--- config.mk ---
export PLATFORM = sky130hd
export DESIGN_NAME = mem_arbiter
export DESIGN_NICKNAME = d
export VERILOG_FILES = /design/src/rtl/mem_arbiter.sv
export SDC_FILE = /design/constraint.sdc
export NUM_CORES = 1
export LEC_CHECK = 0
export ABC_AREA = 1
export BUFFER_PORTS_ARGS = -buffer_cell sky130_fd_sc_hd__buf_2
export CAP_MARGIN = 15
export CORE_UTILIZATION = 47
export DETAILED_ROUTE_END_ITERATION = 12
export PLACE_DENSITY = 0.83
export SETUP_SLACK_MARGIN = 0.05
export SLEW_MARGIN = 20
export SYNTH_ARGS = -nofsm -noshare
export SYNTH_HDL_FRONTEND = slang
export SYNTH_SLANG_ARGS = --single-unit
--- constraint.sdc ---
create_clock -name clk -period 2.1 [get_ports clk]
set_input_delay 0.21 -clock clk [delete_from_list [all_inputs] [get_ports clk]]
set_output_delay 0.21 -clock clk [all_outputs]
set_load 0.02 [all_outputs]
--- src/rtl/mem_arbiter.sv ---
// Shares one SRAM-like slave port between instruction fetch and data access,
// with one transaction in flight and a starvation guard for instruction fetch.
//
// state | meaning
// IDLE  | no transaction; arbitrate among unmasked requests
// ADDR  | s_req asserted from latched fields, waiting for s_addr_ok
// DATA  | address accepted, waiting for s_data_ok
module mem_arbiter #(
  parameter int MAX_DATA_STREAK = 4,
  parameter int ADDR_W          = 32
) (
  input  logic              clk,
  input  logic              resetn,
  input  logic              i_req,
  input  logic [ADDR_W-1:0] i_addr,
  output logic [31:0]       i_rdata,
  output logic              i_done,
  input  logic              d_req,
  input  logic              d_wr,
  input  logic [3:0]        d_wstrb,
  input  logic [ADDR_W-1:0] d_addr,
  input  logic [31:0]       d_wdata,
  output logic [31:0]       d_rdata,
  output logic              d_done,
  output logic              stallreq_inst,
  output logic              stallreq_data,
  output logic              s_req,
  output logic              s_wr,
  output logic [3:0]        s_wstrb,
  output logic [ADDR_W-1:0] s_addr,
  output logic [31:0]       s_wdata,
  input  logic              s_addr_ok,
  input  logic              s_data_ok,
  input  logic [31:0]       s_rdata
);
  localparam int STREAK_W = (MAX_DATA_STREAK > 0) ? $clog2(MAX_DATA_STREAK + 1) : 1;
  localparam logic [STREAK_W-1:0] STREAK_MAX = STREAK_W'(MAX_DATA_STREAK);

  typedef enum logic [1:0] {IDLE, ADDR, DATA} state_t;

  state_t              r_state;
  state_t              w_state_nxt;
  logic                r_owner_d;
  logic                r_wr;
  logic [3:0]          r_wstrb;
  logic [ADDR_W-1:0]   r_addr;
  logic [31:0]         r_wdata;
  logic [STREAK_W-1:0] r_streak;
  logic [31:0]         r_i_rdata;
  logic [31:0]         r_d_rdata;
  logic                r_i_done;
  logic                r_d_done;

  logic w_pick_inst;
  logic w_grant_i;
  logic w_grant_d;
  logic w_complete;

  // Priority is decided on raw requests; a master whose done is pulsing keeps
  // its priority but cannot be granted, so that cycle may end without a grant.
  assign w_pick_inst = i_req & (~d_req | (r_streak == STREAK_MAX));
  assign w_grant_i   = (r_state == IDLE) & w_pick_inst & ~r_i_done;
  assign w_grant_d   = (r_state == IDLE) & ~w_pick_inst & d_req & ~r_d_done;
  assign w_complete  = (r_state == DATA) & s_data_ok;

  always_ff @(posedge clk or negedge resetn) begin
    if (!resetn) r_state <= IDLE;
    else         r_state <= w_state_nxt;
  end

  always_comb begin
    w_state_nxt = r_state;
    unique case (r_state)
      IDLE:    if (w_grant_i | w_grant_d) w_state_nxt = ADDR;
      ADDR:    if (s_addr_ok) w_state_nxt = DATA;
      DATA:    if (s_data_ok) w_state_nxt = IDLE;
      default: w_state_nxt = IDLE;
    endcase
  end

  always_ff @(posedge clk or negedge resetn) begin
    if (!resetn) begin
      r_owner_d <= 1'b0;
      r_wr      <= 1'b0;
      r_wstrb   <= 4'b0000;
      r_addr    <= '0;
      r_wdata   <= '0;
      r_streak  <= '0;
    end else if (w_grant_i) begin
      r_owner_d <= 1'b0;
      r_wr      <= 1'b0;
      r_wstrb   <= 4'b0000;
      r_addr    <= i_addr;
      r_wdata   <= '0;
      r_streak  <= '0;
    end else if (w_grant_d) begin
      r_owner_d <= 1'b1;
      r_wr      <= d_wr;
      r_wstrb   <= d_wstrb;
      r_addr    <= d_addr;
      r_wdata   <= d_wdata;
      if (!i_req)                        r_streak <= '0;
      else if (r_streak != STREAK_MAX)   r_streak <= r_streak + STREAK_W'(1);
    end
  end

  always_ff @(posedge clk or negedge resetn) begin
    if (!resetn) begin
      r_i_done  <= 1'b0;
      r_d_done  <= 1'b0;
      r_i_rdata <= '0;
      r_d_rdata <= '0;
    end else begin
      r_i_done <= w_complete & ~r_owner_d;
      r_d_done <= w_complete & r_owner_d;
      if (w_complete & ~r_owner_d)         r_i_rdata <= s_rdata;
      if (w_complete & r_owner_d & ~r_wr)  r_d_rdata <= s_rdata;
    end
  end

  assign s_req         = (r_state == ADDR);
  assign s_wr          = r_wr;
  assign s_wstrb       = r_wstrb;
  assign s_addr        = r_addr;
  assign s_wdata       = r_wdata;
  assign i_rdata       = r_i_rdata;
  assign d_rdata       = r_d_rdata;
  assign i_done        = r_i_done;
  assign d_done        = r_d_done;
  assign stallreq_inst = i_req & ~r_i_done;
  assign stallreq_data = d_req & ~r_d_done;
endmodule

Yosys cells after proc, flatten, opt, wreduce, memory -nomap -nowiden
Cells that the tools add are included.
{"block": "classes", "n_bitwise": 20, "add_sub_neg": 1, "n_mux": 18, "reduce_logical": 4, "n_eq_ne": 8}
{"op": "32-bit 2-to-1 mux", "n": 4}
{"op": "1-bit AND", "n": 12}
{"op": "3-bit 2-to-1 mux", "n": 4}
{"op": "4-bit 2-to-1 mux", "n": 2}
{"op": "2-bit 2-to-1 mux", "n": 3}
{"op": "1-bit inverter", "n": 6}
{"op": "2-bit case mux with 3 select lines", "n": 1}
{"op": "1-bit 2-to-1 mux", "n": 4}
{"op": "2-bit by 1-bit != test with 1-bit output (second input constant)", "n": 2}
{"op": "3-bit by 1-bit adder with 3-bit output (second input constant)", "n": 1}
{"op": "3-bit equality test (second input constant)", "n": 1}
{"op": "3-bit by 1-bit != test with 1-bit output (second input constant)", "n": 1}
{"op": "3-bit != test (second input constant)", "n": 1}
{"op": "3-bit AND reduction", "n": 1}
{"op": "2-bit by 1-bit equality test with 1-bit output (second input constant)", "n": 1}
{"op": "2-bit equality test (second input constant)", "n": 1}
{"op": "2-bit zero test", "n": 1}
{"op": "2-bit != test (second input constant)", "n": 1}
{"op": "1-bit bitwise OR", "n": 2}
{"op": "2-bit AND reduction", "n": 1}
{"op": "2-bit nonzero test", "n": 1}
{"block": "totals", "register_bits": 141, "output_inout_bits": 138, "wordCells": 62}

Logic depth before layout (Yosys ltp)
Gate-level depths: netlist of run 1.
{"block": "depth", "depth_word": 10, "depth_mapped": 11, "depth_no_buf": 10}

Least setup slack after synthesis of run 1
Ideal clock, no wire load.
{"block": "synth_timing", "path_type": "flip-flop to flip-flop", "startpoint": "register r_streak[0]", "endpoint": "register r_wdata[0] (netlist: s_wdata[0])", "path_slack_ns": 0.658, "t_required_ns": 1.983, "period_less_slack_ns": 1.442, "stages_incl_launch_ff": 12, "t_arrival_ns": 1.325, "path_cell_list": "dfrtp_1 > inv_1 > ha_1 > nand2_1 > nand2_2 > nand2_1 > nand2_2 > buf_6 > inv_2 > buf_4 > nand2_1 > nand2_1"}
{"block": "synth_between", "elab_chain_cells": 8, "elab_cells_between_ends": 11, "cone_classes": "eq/ne: 1; mux: 1; bitwise: 8; reduce/logical: 1"}
{"element": "start, declared", "line_no": "48", "text": "logic [STREAK_W-1:0] r_streak;"}
{"element": "start signal, assigned", "line_no": "103", "text": "else if (r_streak != STREAK_MAX) r_streak <= r_streak + STREAK_W'(1);"}
{"element": "3-bit equality test (*)", "line_no": "61", "text": "assign w_pick_inst = i_req & (~d_req | (r_streak == STREAK_MAX));"}
{"element": "1-bit bitwise OR (*)", "line_no": "61"}
{"element": "1-bit AND (*)", "line_no": "61"}
{"element": "1-bit inverter", "line_no": "63", "text": "assign w_grant_d = (r_state == IDLE) & ~w_pick_inst & d_req & ~r_d_done;"}
{"element": "1-bit AND (3 in series)", "line_no": "63"}
{"element": "2-bit nonzero test (no source line)"}
{"element": "end signal, assigned", "line_no": "101", "text": "r_wdata <= d_wdata;"}
{"element": "end, declared", "line_no": "47", "text": "logic [31:0] r_wdata;"}
Every way passes the cells marked *; elsewhere a longest branch is shown, timed or not.
A chain may end at the register's enable or synchronous reset.

Worst setup path in the final report of run 1
{"block": "layout_timing", "startpoint": "register r_streak[0]", "endpoint": "register r_addr[3] (netlist: s_addr[3])"}
{"block": "layout_between", "elab_chain_cells": 8, "elab_cells_between_ends": 11, "cone_classes": "eq/ne: 1; mux: 1; bitwise: 8; reduce/logical: 1"}
{"element": "3-bit equality test (*)", "line_no": "61"}
{"element": "1-bit bitwise OR (*)", "line_no": "61"}
{"element": "1-bit AND (*)", "line_no": "61"}
{"element": "1-bit inverter", "line_no": "63"}
{"element": "1-bit AND (3 in series)", "line_no": "63"}
{"element": "2-bit nonzero test (no source line)"}
{"element": "end signal, assigned", "line_no": "93", "text": "r_addr <= i_addr;"}
{"element": "end signal, assigned", "line_no": "100", "text": "r_addr <= d_addr;"}
{"element": "end, declared", "line_no": "46", "text": "logic [ADDR_W-1:0] r_addr;"}
Marked as above.

==> results of run 1 <==
[registers in the layout, indices dropped and copies added (netlist names)]
name,cells
d_done,1
d_rdata,32
i_done,1
i_rdata,32
r_owner_d,1
r_state,2
r_streak,3
s_addr,32
s_wdata,32
s_wr,1
s_wstrb,4
[where the power goes]
| part | leakage, nW | switching, mW | internal, mW |
|---|---|---|---|
| logic | 2.83 | 3.47 | 1.74 |
| registers | 1.79 | 0.665 | 3.93 |
| clock network | 0.253 | 1.04 | 1.71 |
[logic make-up after synthesis]
logic type                 count (synthesis)  share of synthesized area [%]
and+or+nand+nor                          400                           27.6
DFF                                      141                           59.5
adders and majority gates                  2                          0.422
buffers and inverters                     87                           6.73
AOI/OAI and AO/OA                         68                           5.78
[critical path: stages (launching register included)]
cell	delay, ns
dfrtp_1	0.41
inv_1	0.07
ha_1	0.13
nand2_1	0.06
nand2_2	0.09
nand3_4	0.21
nand2_4	0.19
buf_4	0.31
nand2_1	0.10
nand2_1	0.06
[cell usage after synthesis]
| cell type | count | area (um^2) |
|---|---|---|
| nor2_2 | 2 | 12.5 |
| nor2_1 | 6 | 22.5 |
| inv_4 | 1 | 6.26 |
| o21ai_1 | 33 | 165 |
| dfrtp_1 | 141 | 3530 |
| nor2_4 | 1 | 11.3 |
| inv_2 | 3 | 11.3 |
| nand3_1 | 70 | 350 |
| or2_2 | 1 | 6.26 |
| o31ai_1 | 1 | 7.51 |
| nand2_1 | 314 | 1180 |
| buf_4 | 9 | 67.6 |
| buf_6 | 2 | 22.5 |
| clkbuf_1 | 8 | 30.0 |
| nand2_2 | 3 | 18.8 |
| buf_1 | 4 | 15.0 |
| nand3b_1 | 1 | 7.51 |
| inv_1 | 43 | 161 |
| ha_1 | 2 | 25.0 |
| nand3_4 | 1 | 17.5 |
| buf_2 | 17 | 85.1 |
| nand2_4 | 1 | 11.3 |
| o21ai_0 | 34 | 170 |
[area by class of cell]
class	instances	area [um^2]	area share (%)
sequential	141	3530	42.5
tap	168	210	2.53
inverter	47	179	2.16
timing repair buffer	319	1840	22.1
clock buffer	20	437	5.26
clock inverter	8	97.6	1.18
multi-input combinational	470	2010	24.2
[placed cells by master, fill, tap and decap left out, drive strengths merged]
master and n:
buf 293, bufinv 2, clkbuf 20, clkinv 3
clkinvlp 3, dfrtp 141, dlygate4sd3 26, ha 2
inv 47, nand2 318, nand3 71, nand3b 1
nor2 9, o21ai 67, o31ai 1, or2 1
[per-layer routing]
layer | track usage, % | share of wire, %
met5 | 0 | 0.062
met4 | 11.3 | 2.8
met3 | 8.15 | 7.8
met2 | 43.6 | 49
met1 | 30.1 | 40
[timing repair]
action / in CTS / in global routing
endpoints found under the hold margin: 69 / 0
endpoints found under the setup margin: 0 / 0
hold buffers: 26 / 0
[worst max-delay path by stage]
| stage | start | endpoint | slack [ns] | cells past startpoint |
|---|---|---|---|---|
| global placement | r_streak[0] | s_addr[5] | 0.44 | 9 |
| finish | r_streak[0] | s_addr[3] | 0.38 | 9 |
| floorplan | r_streak[0] | s_wdata[0] | 0.66 | 11 |
| CTS | r_streak[0] | s_addr[15] | 0.37 | 9 |
| global route | r_streak[0] | s_addr[11] | 0.22 | 9 |
| detailed placement | r_streak[0] | s_addr[11] | 0.39 | 9 |
==> flow_summary.ini, run 1 <==
[outcome]
status = completed

[worst_setup_path]
worst_setup_path_start_kind = flip-flop
rr_startpoint = r_streak[0]
reg2reg_to = s_addr[3]
path_max_fanout = 30
reg2reg_slack_ns = 0.38
cp-end-kind = flip-flop
cp.required_ns = 2.44
path_class = flip-flop to flip-flop
cp.arrival_ns = 2.06
reg2reg_depth = 9

[global_route]
grt_overflow = 0
grt_util_all_layers_pct = 25.7
antenna_found_initial = 1
grt_pass1_vias = 5401
grt_pass1_wl_um = 25700
grt_max_degree = 66

[cts]
clock-sinks = 141
cts_tree = done
root_buffer = clkbuf_16
cts.repair.resized = 0
cts_made_buffers = 17
postCtsSetupBuffers = 0
cts.reportedPaths.clkPinSlew_ns = 0.05
insertion_delay_ns = 0.41
cts-htree-levels = 4
cts_buffer_depth = 2

[floorplanning]
ios = 277
initial_core_util_pct = 48.8
die-area_um2 = 13100
die_y_um = 114
die_width_um = 114
core_um2 = 12200
rows = 40

[layout]
drive_gt1_share_pct = 33.1
fin_nets = 1137
fin_cells = 1173
antenna-diode-count = 0
final_cell_area_um2 = 8300
nFillCells = 962
syn2layout_area_growth_pct = 39.9
final_util_pct = 68.3

[sta]
report.final.slew_viol_count = 0
finalCritPeriodShare_pct = 81.8
worst_slew_pin_slew_ns = 0.513
fin_crit_ns = 1.72
finClkSkew_ns = 0.00541
hold_violations = 0
rsz0062_at_grt = false
setup_viol = 0
layout_setup_ws_ns = 0.382
hold_ws_ns = 0.0188
fin_setup_tns_ns = 0
max_slew_margin_pct = 65.7
fmax_mhz = 582

[synth]
synth_cells = 698
synthesis.nets = 839
ys_warn_count = 0
ys_seq_area_share_pct = 59.5
syn_area_per_cell_um2 = 8.50
synth_cell_type_count = 23
synth_area_um2 = 5930
synth_seq_cells = 141

[route]
totalWireLength_um = 16100
first_iter_violations = 444
vias = 5618
dr.pass1.iters = 4
postRouteAntennaNets = 0
drc = 0
wl_per_cell_um = 13.7
vias_per_cell = 4.79

[power_and_ir_drop]
p_total_mw = 12.6
power.leakage_nw = 4.88
power.density_nw_per_um2 = 1510
ir_drop_mv = 0.900

[hold_path]
worstHoldPathCells = 3
hold_end = s_wdata[28]
min_from = d_wdata[28]
hold_path_class = primary input to flip-flop

[place]
numPortBuffers = 276
dpl_cell_area_um2 = 7510
place_ws_ns = 0.388
hpwl_um = 11200
gp_congestion = 0.786
dp.cells = 1119

[job]
max-cap-violations = 0
(Power assumes the default switching activity.)
==> inputs of run 2 (changes only) <==
- CORE_UTILIZATION: 47 -> 42
- PLACE_DENSITY: 0.83 -> 0.78
- clock period: 2.1 -> 1.41 ns (I/O delays scaled with it)
==> flow_summary.ini, run 2 (synthesis results as in run 1) <==
[outcome]
status = finished, violations left
failed_checks = setup timing

[sta]
worst_slew_pin_slew_ns = 0.416
setup_viol = 92
max_slew_margin_pct = 72.2
finalCritPeriodShare_pct = 109
report.final.slew_viol_count = 0
finClkSkew_ns = 0.00938
fin_crit_ns = 1.53
hold_violations = 0
fin_setup_tns_ns = -4.06
fmax_mhz = 652
layout_setup_ws_ns = -0.124
rsz0062_at_grt = true

[job]
max-cap-violations = 0

[layout]
fin_cells = 1279
fin_nets = 1226
drive_gt1_share_pct = 45.3
layout_commonest_cell = buf_2
syn2layout_area_growth_pct = 72.2
mostFrequentLayoutCells = buf_2 (274), nand2_1 (250), dfrtp_1 (141)
final_cell_area_um2 = 10200

[cts]
cts_buffer_depth = 2
cts-htree-levels = 4
cts_tree = done
cts_made_buffers = 17
root_buffer = clkbuf_16
insertion_delay_ns = 0.42
clock-sinks = 141
cts.reportedPaths.clkPinSlew_ns = 0.06

[power_and_ir_drop]
netSwitchingFraction_pct = 41.4
pwr-share-comb_pct = 45.6
power.density_nw_per_um2 = 2150
ir_drop_mv = 1.31
power.leakage_nw = 5.65
p_switching_mw = 9.08
p_clk_share_pct = 21.7
seqPwrFrac_pct = 32.7
power.internal_mw = 12.9

[floorplanning]
initial_core_util_pct = 42.9
rows = 43
die_y_um = 121
die_width_um = 121
die-area_um2 = 14600
core_um2 = 13800
ios = 277

[route]
vias = 6282
drc = 0
totalWireLength_um = 20800
postRouteAntennaNets = 0
wl_per_cell_um = 16.3
vias_per_cell = 4.91
dr.pass1.iters = 4
first_iter_violations = 259

[worst_setup_path]
slowest_delay_ns = 0.38
cp_slowest_cell = dfrtp_1
path_class = flip-flop to flip-flop
cp-endpoint = s_wdata[0]
path_cells = inv_1 > ha_2 > nand2_2 > nand2_4 > nand3_4 > nand2_4 > inv_6 > buf_12 > nand2_1 > nand2_1
cp.required_ns = 1.70
critPathLaunch = r_streak[0]
cp.arrival_ns = 1.82
path_max_fanout = 18
reg2reg_depth = 10
cp-end-kind = flip-flop
reg2reg_to = s_wdata[0]
rr_startpoint = r_streak[0]
worst_setup_path_start_kind = flip-flop
reg2reg_slack_ns = -0.12

[hold_path]
min_from = d_addr[5]
hold_path_class = primary input to flip-flop

[global_route]
grt_util_all_layers_pct = 24.0
grt_pass1_wl_um = 27200
grt_pass1_vias = 5759
grt_overflow = 0
grt_max_degree = 65
antenna_found_initial = 1

[place]
dpl_cell_area_um2 = 7740
dp.cells = 1147
hpwl_um = 11200
numPortBuffers = 276
gp_congestion = 0.821
[run 2: power groups by stage]
stage               combinational [mW]  sequential (mW)  clock [mW]
finish                            10.0             7.16        4.77
global route                      10.7             7.35        5.02
CTS                               8.44             6.80        4.85
detailed placement                8.16             6.80           0
global placement                  7.97             6.76           0
floorplan                         2.81             8.93           0
[run 2: what timing repair did]
action	CTS	global route
endpoints found under the hold margin	149	0
hold buffers	73	0
cloned	0	21
pin swaps	0	12
setup buffers	0	5
endpoints found under the setup margin	110	139
resized for setup	21	186
[run 2: layout make-up]
type	count	area, um^2
sequential	141	3530
multi-input combinational	471	2590
timing repair buffer	407	3050
inverter	47	189
fill	931	3610
tap	180	225
clock inverter	12	185
antenna	1	2.50
clock buffer	20	447
[run 2: worst max-delay path, delay by kind of cell, from the launching register on]
family                     cells  cell delay, ns
and+or+nand+nor                6            0.60
adders and majority gates      1            0.16
DFF                            1            0.38
buffers and inverters          3            0.28
[run 2: through the flow]
step / power [mW] / setup slack [ns] / utilization, % / hold slack (ns)
after floorplan: 11.7 / -0.0298 / - / -0.155
after global placement: 14.7 / -0.0181 / 56.0 / 0.0899
after detailed placement: 15.0 / -0.0670 / 56.0 / 0.0855
after CTS: 20.1 / -0.0541 / 66.3 / 0.00191
after global routing: 23.1 / -0.174 / 73.9 / 0.0251
final: 21.9 / -0.124 / 73.9 / 0.0181
[run 2: metal layers]
layer	routed length, um	track usage, %	share of wire [%]	up-vias
li1	-	-	-	2972
met1	7860	28.3	38	2967
met2	11000	40.6	53	289
met3	1370	5.90	6.6	54
met4	647	11.9	3.1	0
met5	0	0	0	-
[run 2: worst min path at each step]
stage                        to  slack, ns  depth (start not counted)
finish                s_addr[5]       0.02                          5
global route          s_addr[8]       0.03                          5
CTS                 d_rdata[19]      0.002                          3
detailed placement  s_wdata[24]       0.09                          1
global placement    s_wdata[24]       0.09                          1
floorplan                d_done      -0.15                          0
